`src/rtl/gbr_pkg.sv`:
```
`default_nettype none
// ============================================================================
// Module      : gbr_pkg
// Description : Shared sizing constants, FSM state encoding and the stop
//               coordinate table for the route-fitness pipeline.
// Revision    : 1.0 - initial release
// ============================================================================
package gbr_pkg;

    localparam int POP_SIZE  = 50;
    localparam int NUM_STOPS = 8;
    localparam int STOP_W    = 3;
    localparam int COORD_W   = 8;
    localparam int DIST_W    = 12;
    localparam int IDX_W     = 6;
    localparam int LEG_W     = $clog2(NUM_STOPS);
    localparam int STATE_W   = 3;

    // Evaluator states
    typedef logic [STATE_W-1:0] state_t;
    localparam state_t ST_IDLE  = 3'd0;
    localparam state_t ST_FETCH = 3'd1;
    localparam state_t ST_WAIT  = 3'd2;
    localparam state_t ST_ACCUM = 3'd3;
    localparam state_t ST_DONE  = 3'd4;

    // Stop k sits at x = 32k
    function automatic logic [COORD_W-1:0] stop_x(input logic [STOP_W-1:0] k);
        return COORD_W'({k, 5'b00000});
    endfunction

    // Even stops sit on y = 0, odd stops on y = 64
    function automatic logic [COORD_W-1:0] stop_y(input logic [STOP_W-1:0] k);
        return k[0] ? COORD_W'(64) : '0;
    endfunction

endpackage : gbr_pkg
`default_nettype wire

```
`src/rtl/stop_coord_rom.sv`:
```
`default_nettype none
// ============================================================================
// Module      : stop_coord_rom
// Description : Combinational two-port lookup from stop index to (x, y).
//               Port A and port B serve the two endpoints of one tour leg.
// Revision    : 1.0 - initial release
// ============================================================================
module stop_coord_rom
    import gbr_pkg::*;
(
    input  logic [STOP_W-1:0]  stop_a_i,
    input  logic [STOP_W-1:0]  stop_b_i,
    output logic [COORD_W-1:0] xa_o,
    output logic [COORD_W-1:0] ya_o,
    output logic [COORD_W-1:0] xb_o,
    output logic [COORD_W-1:0] yb_o
);

    assign xa_o = stop_x(stop_a_i);
    assign ya_o = stop_y(stop_a_i);
    assign xb_o = stop_x(stop_b_i);
    assign yb_o = stop_y(stop_b_i);

endmodule : stop_coord_rom
`default_nettype wire

```
`src/rtl/pop_fitness_eval.sv`:
```
`default_nettype none
// ============================================================================
// Module      : pop_fitness_eval
// Description : Walks the population, fetches each genome from a synchronous
//               memory and accumulates the closed-tour Manhattan distance one
//               leg per cycle. Raises done when all distances are valid.
// Revision    : 1.0 - initial release
// ============================================================================
module pop_fitness_eval
    import gbr_pkg::*;
(
    input  logic                          clk,
    input  logic                          rst,
    input  logic                          start,
    output logic [IDX_W-1:0]              genome_addr,
    input  logic [NUM_STOPS*STOP_W-1:0]   genome_data,
    output logic [DIST_W-1:0]             distances [POP_SIZE-1:0],
    output logic                          done
);

    state_t                        state_q, state_d;
    logic [IDX_W-1:0]              idx_q, idx_d;
    logic [DIST_W-1:0]             acc_q, acc_d;
    logic [LEG_W-1:0]              leg_q, leg_d;
    logic [NUM_STOPS*STOP_W-1:0]   genome_q, genome_d;
    logic [DIST_W-1:0]             dist_q [POP_SIZE-1:0];

    logic [LEG_W-1:0]              leg_nxt;
    logic [STOP_W-1:0]             stop_a, stop_b;
    logic [COORD_W-1:0]            xa, ya, xb, yb;
    logic signed [COORD_W:0]       dx, dy;
    logic [COORD_W-1:0]            adx, ady;
    logic [COORD_W:0]              leg_len;
    logic [DIST_W-1:0]             acc_sum;
    logic                          last_leg;

    // Leg endpoints: stop[k] and stop[k+1], wrapping to stop[0] to close the tour
    always_comb begin
        leg_nxt = (leg_q == LEG_W'(NUM_STOPS - 1)) ? '0 : leg_q + 1'b1;
        stop_a  = genome_q[leg_q * STOP_W +: STOP_W];
        stop_b  = genome_q[leg_nxt * STOP_W +: STOP_W];
    end

    stop_coord_rom u_rom (
        .stop_a_i (stop_a),
        .stop_b_i (stop_b),
        .xa_o     (xa),
        .ya_o     (ya),
        .xb_o     (xb),
        .yb_o     (yb)
    );

    // Manhattan leg length; worst case 255 + 255 fits the tour width without overflow
    always_comb begin
        dx       = $signed({1'b0, xa}) - $signed({1'b0, xb});
        dy       = $signed({1'b0, ya}) - $signed({1'b0, yb});
        adx      = dx[COORD_W] ? COORD_W'(-dx) : dx[COORD_W-1:0];
        ady      = dy[COORD_W] ? COORD_W'(-dy) : dy[COORD_W-1:0];
        leg_len  = {1'b0, adx} + {1'b0, ady};
        acc_sum  = acc_q + DIST_W'(leg_len);
        last_leg = (state_q == ST_ACCUM) && (leg_q == LEG_W'(NUM_STOPS - 1));
    end

    // Sequencer: one FETCH, one WAIT for the synchronous memory, NUM_STOPS ACCUM
    always_comb begin
        state_d  = state_q;
        idx_d    = idx_q;
        acc_d    = acc_q;
        leg_d    = leg_q;
        genome_d = genome_q;
        case (state_q)
            ST_IDLE: begin
                if (start) begin
                    idx_d   = '0;
                    state_d = ST_FETCH;
                end
            end
            ST_FETCH: begin
                state_d = ST_WAIT;
            end
            ST_WAIT: begin
                genome_d = genome_data;
                acc_d    = '0;
                leg_d    = '0;
                state_d  = ST_ACCUM;
            end
            ST_ACCUM: begin
                acc_d = acc_sum;
                leg_d = leg_nxt;
                if (last_leg) begin
                    if (idx_q < IDX_W'(POP_SIZE - 1)) begin
                        idx_d   = idx_q + 1'b1;
                        state_d = ST_FETCH;
                    end else begin
                        state_d = ST_DONE;
                    end
                end
            end
            ST_DONE: begin
                if (start) begin
                    idx_d   = '0;
                    state_d = ST_FETCH;
                end
            end
            default: begin
                state_d = ST_IDLE;
            end
        endcase
    end

    // Control and datapath registers
    always_ff @(posedge clk or posedge rst) begin
        if (rst) begin
            state_q  <= ST_IDLE;
            idx_q    <= '0;
            acc_q    <= '0;
            leg_q    <= '0;
            genome_q <= '0;
        end else begin
            state_q  <= state_d;
            idx_q    <= idx_d;
            acc_q    <= acc_d;
            leg_q    <= leg_d;
            genome_q <= genome_d;
        end
    end

    // Result array: only the current individual's entry is written, on its last leg
    always_ff @(posedge clk or posedge rst) begin
        if (rst) begin
            for (int i = 0; i < POP_SIZE; i++) begin
                dist_q[i] <= '0;
            end
        end else if (last_leg) begin
            dist_q[idx_q] <= acc_sum;
        end
    end

    // idx only changes on entry to FETCH, so it doubles as the held memory address
    assign genome_addr = idx_q;
    assign distances   = dist_q;
    assign done        = (state_q == ST_DONE);

endmodule : pop_fitness_eval
`default_nettype wire

```
`config.mk`:
```
export PLATFORM = sky130hd
export DESIGN_NAME = pop_fitness_eval
export DESIGN_NICKNAME = d
export VERILOG_FILES = /design/src/rtl/gbr_pkg.sv /design/src/rtl/stop_coord_rom.sv /design/src/rtl/pop_fitness_eval.sv
export SDC_FILE = /design/constraint.sdc
export NUM_CORES = 1
export LEC_CHECK = 0
export CAP_MARGIN = 20
export CORE_AREA = 4 4 242 244
export CTS_CLUSTER_SIZE = 10
export DETAILED_ROUTE_END_ITERATION = 10
export DIE_AREA = 0 0 246 248
export GPL_TIMING_DRIVEN = 1
export SLEW_MARGIN = 20
export SYNTH_ARGS = -nofsm -noshare
export SYNTH_HDL_FRONTEND = slang
export SYNTH_SLANG_ARGS = --single-unit
```
`constraint.sdc`:
```
create_clock -name clk -period 20.7 [get_ports clk]
set_input_delay 6.21 -clock clk [delete_from_list [all_inputs] [get_ports clk]]
set_output_delay 6.21 -clock clk [all_outputs]
set_load 0.05 [all_outputs]
```
==> summary.md <==
| Metric | Value |
|---|---|
| Detailed Routing Iterations Pass 1 | `4` |
| Initial antenna violation count | `3` |
| CP Cell Sequence | `clkdlybuf4s50_1 -> inv_8 -> buf_4 -> buf_6 -> buf_4` |
| Reg2reg path depth | `16` |
| DP HPWL | `35.5 mm` |
| Final Skew | `0.0356 ns` |
| Critical path buffers and inverters | `5` |
| Total CTS buffers | `48` |
| Iter 0 DRT Violations | `334` |
| Worst setup endpoint | `distances[200]` |
| Buffers on Ports | `383` |
| Total grt overflow | `0` |
| Stages on worst setup path | `5` |
| Yosys warning count | `0` |
| Mapped Cells | `1293` |
| Clk pin slew, worst setup/hold paths | `0.05 ns` |
| GRT Total Usage | `16.5%` |
| CP dominant cell by count | `buf_4` |
| CP Max Fanout | `88` |
| Worst Setup Path Type | `input port to asynchronous set/reset pin` |
| CTS Sinks | `393` |
| Top cell type's share of synthesized area | `54.6%` |
| Worst rel slew slack | `37.1%` |
| Maximum clock frequency | `0.110 GHz` |
| Startpoint Class | `input port` |
| CP Capture Type | `asynchronous set/reset pin` |
| Maximum root-to-sink buffer count | `3` |
| WL per Instance | `21.1 um` |
| Area leader, netlist | `dfrtp_1` |
| Worst path slowest cell | `buf_4` |
| WL final | `51.8 mm` |
| Min-delay worst type | `register to register` |
| Fin. max-slew vios | `0` |
| Outcome | `finished clean` |
| Required time worst endpoint | `21.29 ns` |
| Maximum level of the CTS H-tree | `2` |
| Fin crit period | `9.05 ns` |
| Filler instances | `5244` |
| Resize count post-CTS | `0` |
| Starting density of the core | `32.0%` |
| Sequential fraction of the synthesis area | `54.6%` |
| Endpoints failing hold | `0` |
| Post-layout nets | `1720` |
| Synth top area cells | `dfrtp_1, mux2_2, buf_4` |
| Total number of vias | `10700` |
| DP Area | `0.0218 mm^2` |
| Hold Buf Count CTS | `0` |
| Syn-to-layout area delta | `28.5%` |
| Die Span X | `246 um` |
| Vias/cell | `4.38` |
| Row count | `87` |
| Die span in y | `248 um` |
| First-pass GRT wire length | `75.6 mm` |
| I/O pins | `634` |
| Critical path startpoint | `rst` |
| Multi-input gate area | `0.00699 mm^2` |
| Post-route cell area | `0.0231 mm^2` |
| Post-synth top flop | `dfrtp_1` |
| FF+latch count, synth | `393` |
| Syn Std Cell Area | `0.0180 mm^2` |
| Die area | `0.0610 mm^2` |
| Finish-stage setup viols | `0` |
| Largest net degree at the start of global routing | `89` |
| Crit-path max cell delay | `0.82 ns` |
| Clock root cell | `clkbuf_16` |
| Reg-to-reg endpoint | `distances[500]` |
| Vias in the first global route | `11400` |
| Setup slack, reg-to-reg | `14.08 ns` |
| WP data arrival | `9.64 ns` |
| Clk Latency, worst-skew pair | `0.60 ns` |
| Count of different cell masters after synthesis | `55` |
| Setup_tns | `0 ns` |
| Share of cells above drive strength 1 | `30.0%` |
| # DRC | `0` |
| CORE AREA | `0.0563 mm^2` |
| RD Place Congestion | `0.750` |
| Ys async rst share | `100%` |
| Post-synth EDFFs | `0` |
| Critical path's top delay family | `buffers and inverters` |
| CTS tree | `done` |
| Worst slew pin tran | `0.944 ns` |
| Post-CTS setup buffers | `0` |
| Mean Syn Cell Area | `13.9 um^2` |
| Register area | `0.00983 mm^2` |
| Final Cycle Share | `43.7%` |
| RSZ-0062 raised after global routing | `false` |
| Max Cap Viol | `0` |
| Post-route ant nets | `0` |
| Reg-to-reg startpoint | `leg_q[0]` |
cell families (layout without fill, tap and decap cells):
kind of cell / count (synthesis) / in the layout / share of synthesized area [%]
flip-flops: 393 / 393 / 54.6
multiplexers: 391 / 391 / 25.5
buffers and inverters: 325 / 476 / 12.2
AND/OR/NAND/NOR: 132 / 132 / 5.07
AO/OA/AOI/OAI: 29 / 29 / 1.05
adder cells (fa/ha/maj): 16 / 16 / 1.28
XOR/XNOR: 6 / 6 / 0.292
other: 1 / 251 / 0.0208
layer usage:
layer	vias up	wire length, um	track usage (%)	part of all wire (%)
li1	4680	-	-	-
met1	5574	19900	19.4	38
met2	406	25900	28.4	50
met3	78	4680	5.95	9.0
met4	2	1280	4.96	2.5
met5	-	13	0	0.025
final cells by class:
type	count	area share [%]
tap	756	4.09
timing repair buffer	396	17.0
sequential	393	42.5
multi-input combinational	824	30.2
clock inverter	10	0.481
antenna	1	0.0108
inverter	14	0.260
clock buffer	56	5.41
cells in the mapped netlist, drive strengths merged, types with 2 or more instances:
cell type  count
mux2         373
nor4           3
dfrtp        393
nor2          38
or3            2
mux4          10
xnor2          3
nand2         54
clkbuf        47
a22o           3
and2           2
or4            2
buf          264
o21a           3
mux2i          8
nor2b          2
and3           4
ha            12
nand4          2
inv           14
fa             4
or2            3
nand3          9
o21ai         13
a21oi          2
xor2           3
nor3           5
registers in the layout, summed over array words and instances (netlist names):
register and count:
acc_q 7, distances 350, genome_addr 6, genome_q 24, leg_q 3, state_q 3
placed cells by master (no fill, tap or decap), types with 3 or more instances in the layout:
master / netlist / final
and3_1: 4 / 4
clkdlybuf4s50_1: 0 / 383
a22o_1: 3 / 3
nor2_4: 7 / 7
mux2i_1: 8 / 8
nor2_2: 11 / 12
inv_1: 11 / 10
o21a_1: 3 / 3
nor2_8: 6 / 6
xor2_4: 0 / 3
mux4_2: 10 / 10
nand2_1: 34 / 34
clkbuf_1: 47 / 6
inv_2: 3 / 3
nor4_4: 3 / 3
clkbuf_16: 0 / 48
nand3_1: 9 / 9
o21ai_0: 13 / 13
mux2_1: 14 / 14
nand2_2: 20 / 20
mux2_2: 338 / 338
ha_1: 12 / 10
fa_1: 4 / 3
buf_4: 253 / 11
nor2_1: 14 / 13
clkinv_2: 0 / 4
clkinvlp_4: 0 / 3
nor3_1: 5 / 5
dfrtp_1: 393 / 393
conb_1: 1 / 250
mux2_4: 21 / 21
metrics by stage:
step / hold WS (ns) / instances / utilization (%) / setup slack (ns)
5_1_grt: 0.504 / 2449 / 41.1 / 11.07
4_1_cts: 0.497 / 2449 / 41.1 / 11.23
3_3_place_gp: 0.473 / 2383 / 38.7 / 10.63
3_5_place_dp: 0.483 / 2383 / 38.7 / 10.56
2_1_floorplan: 0.445 / 1542 / - / 3.56
6_report: 0.490 / 2450 / 41.1 / 11.65
how the worst min path moves through the flow:
stage / from / end / depth (start not counted)
floorplan: acc_q[5] / acc_q[5] / 2
global placement: distances[467] / distances[467] / 1
detailed placement: distances[467] / distances[467] / 1
CTS: distances[8] / distances[8] / 1
global route: distances[5] / distances[5] / 1
finish: distances[8] / distances[8] / 1
worst register-to-register path, stage by stage, from the launching register on:
cell and delay [ns]:
dfrtp_1 0.63, ha_1 0.34, ha_1 0.31, nor2_1 0.50, mux4_2 0.60, nand2_1 0.08, o21ai_0 0.09, ha_1 0.25
fa_1 0.49, ha_1 0.29, o31a_1 0.31, fa_1 0.44, ha_2 0.22, fa_2 0.39, xor2_4 0.76, buf_4 0.59
mux2_2 0.27
Power is left out: the tool's default activity adds up to more than one toggle a clock period on the data nets, which glitch-free logic cannot reach.
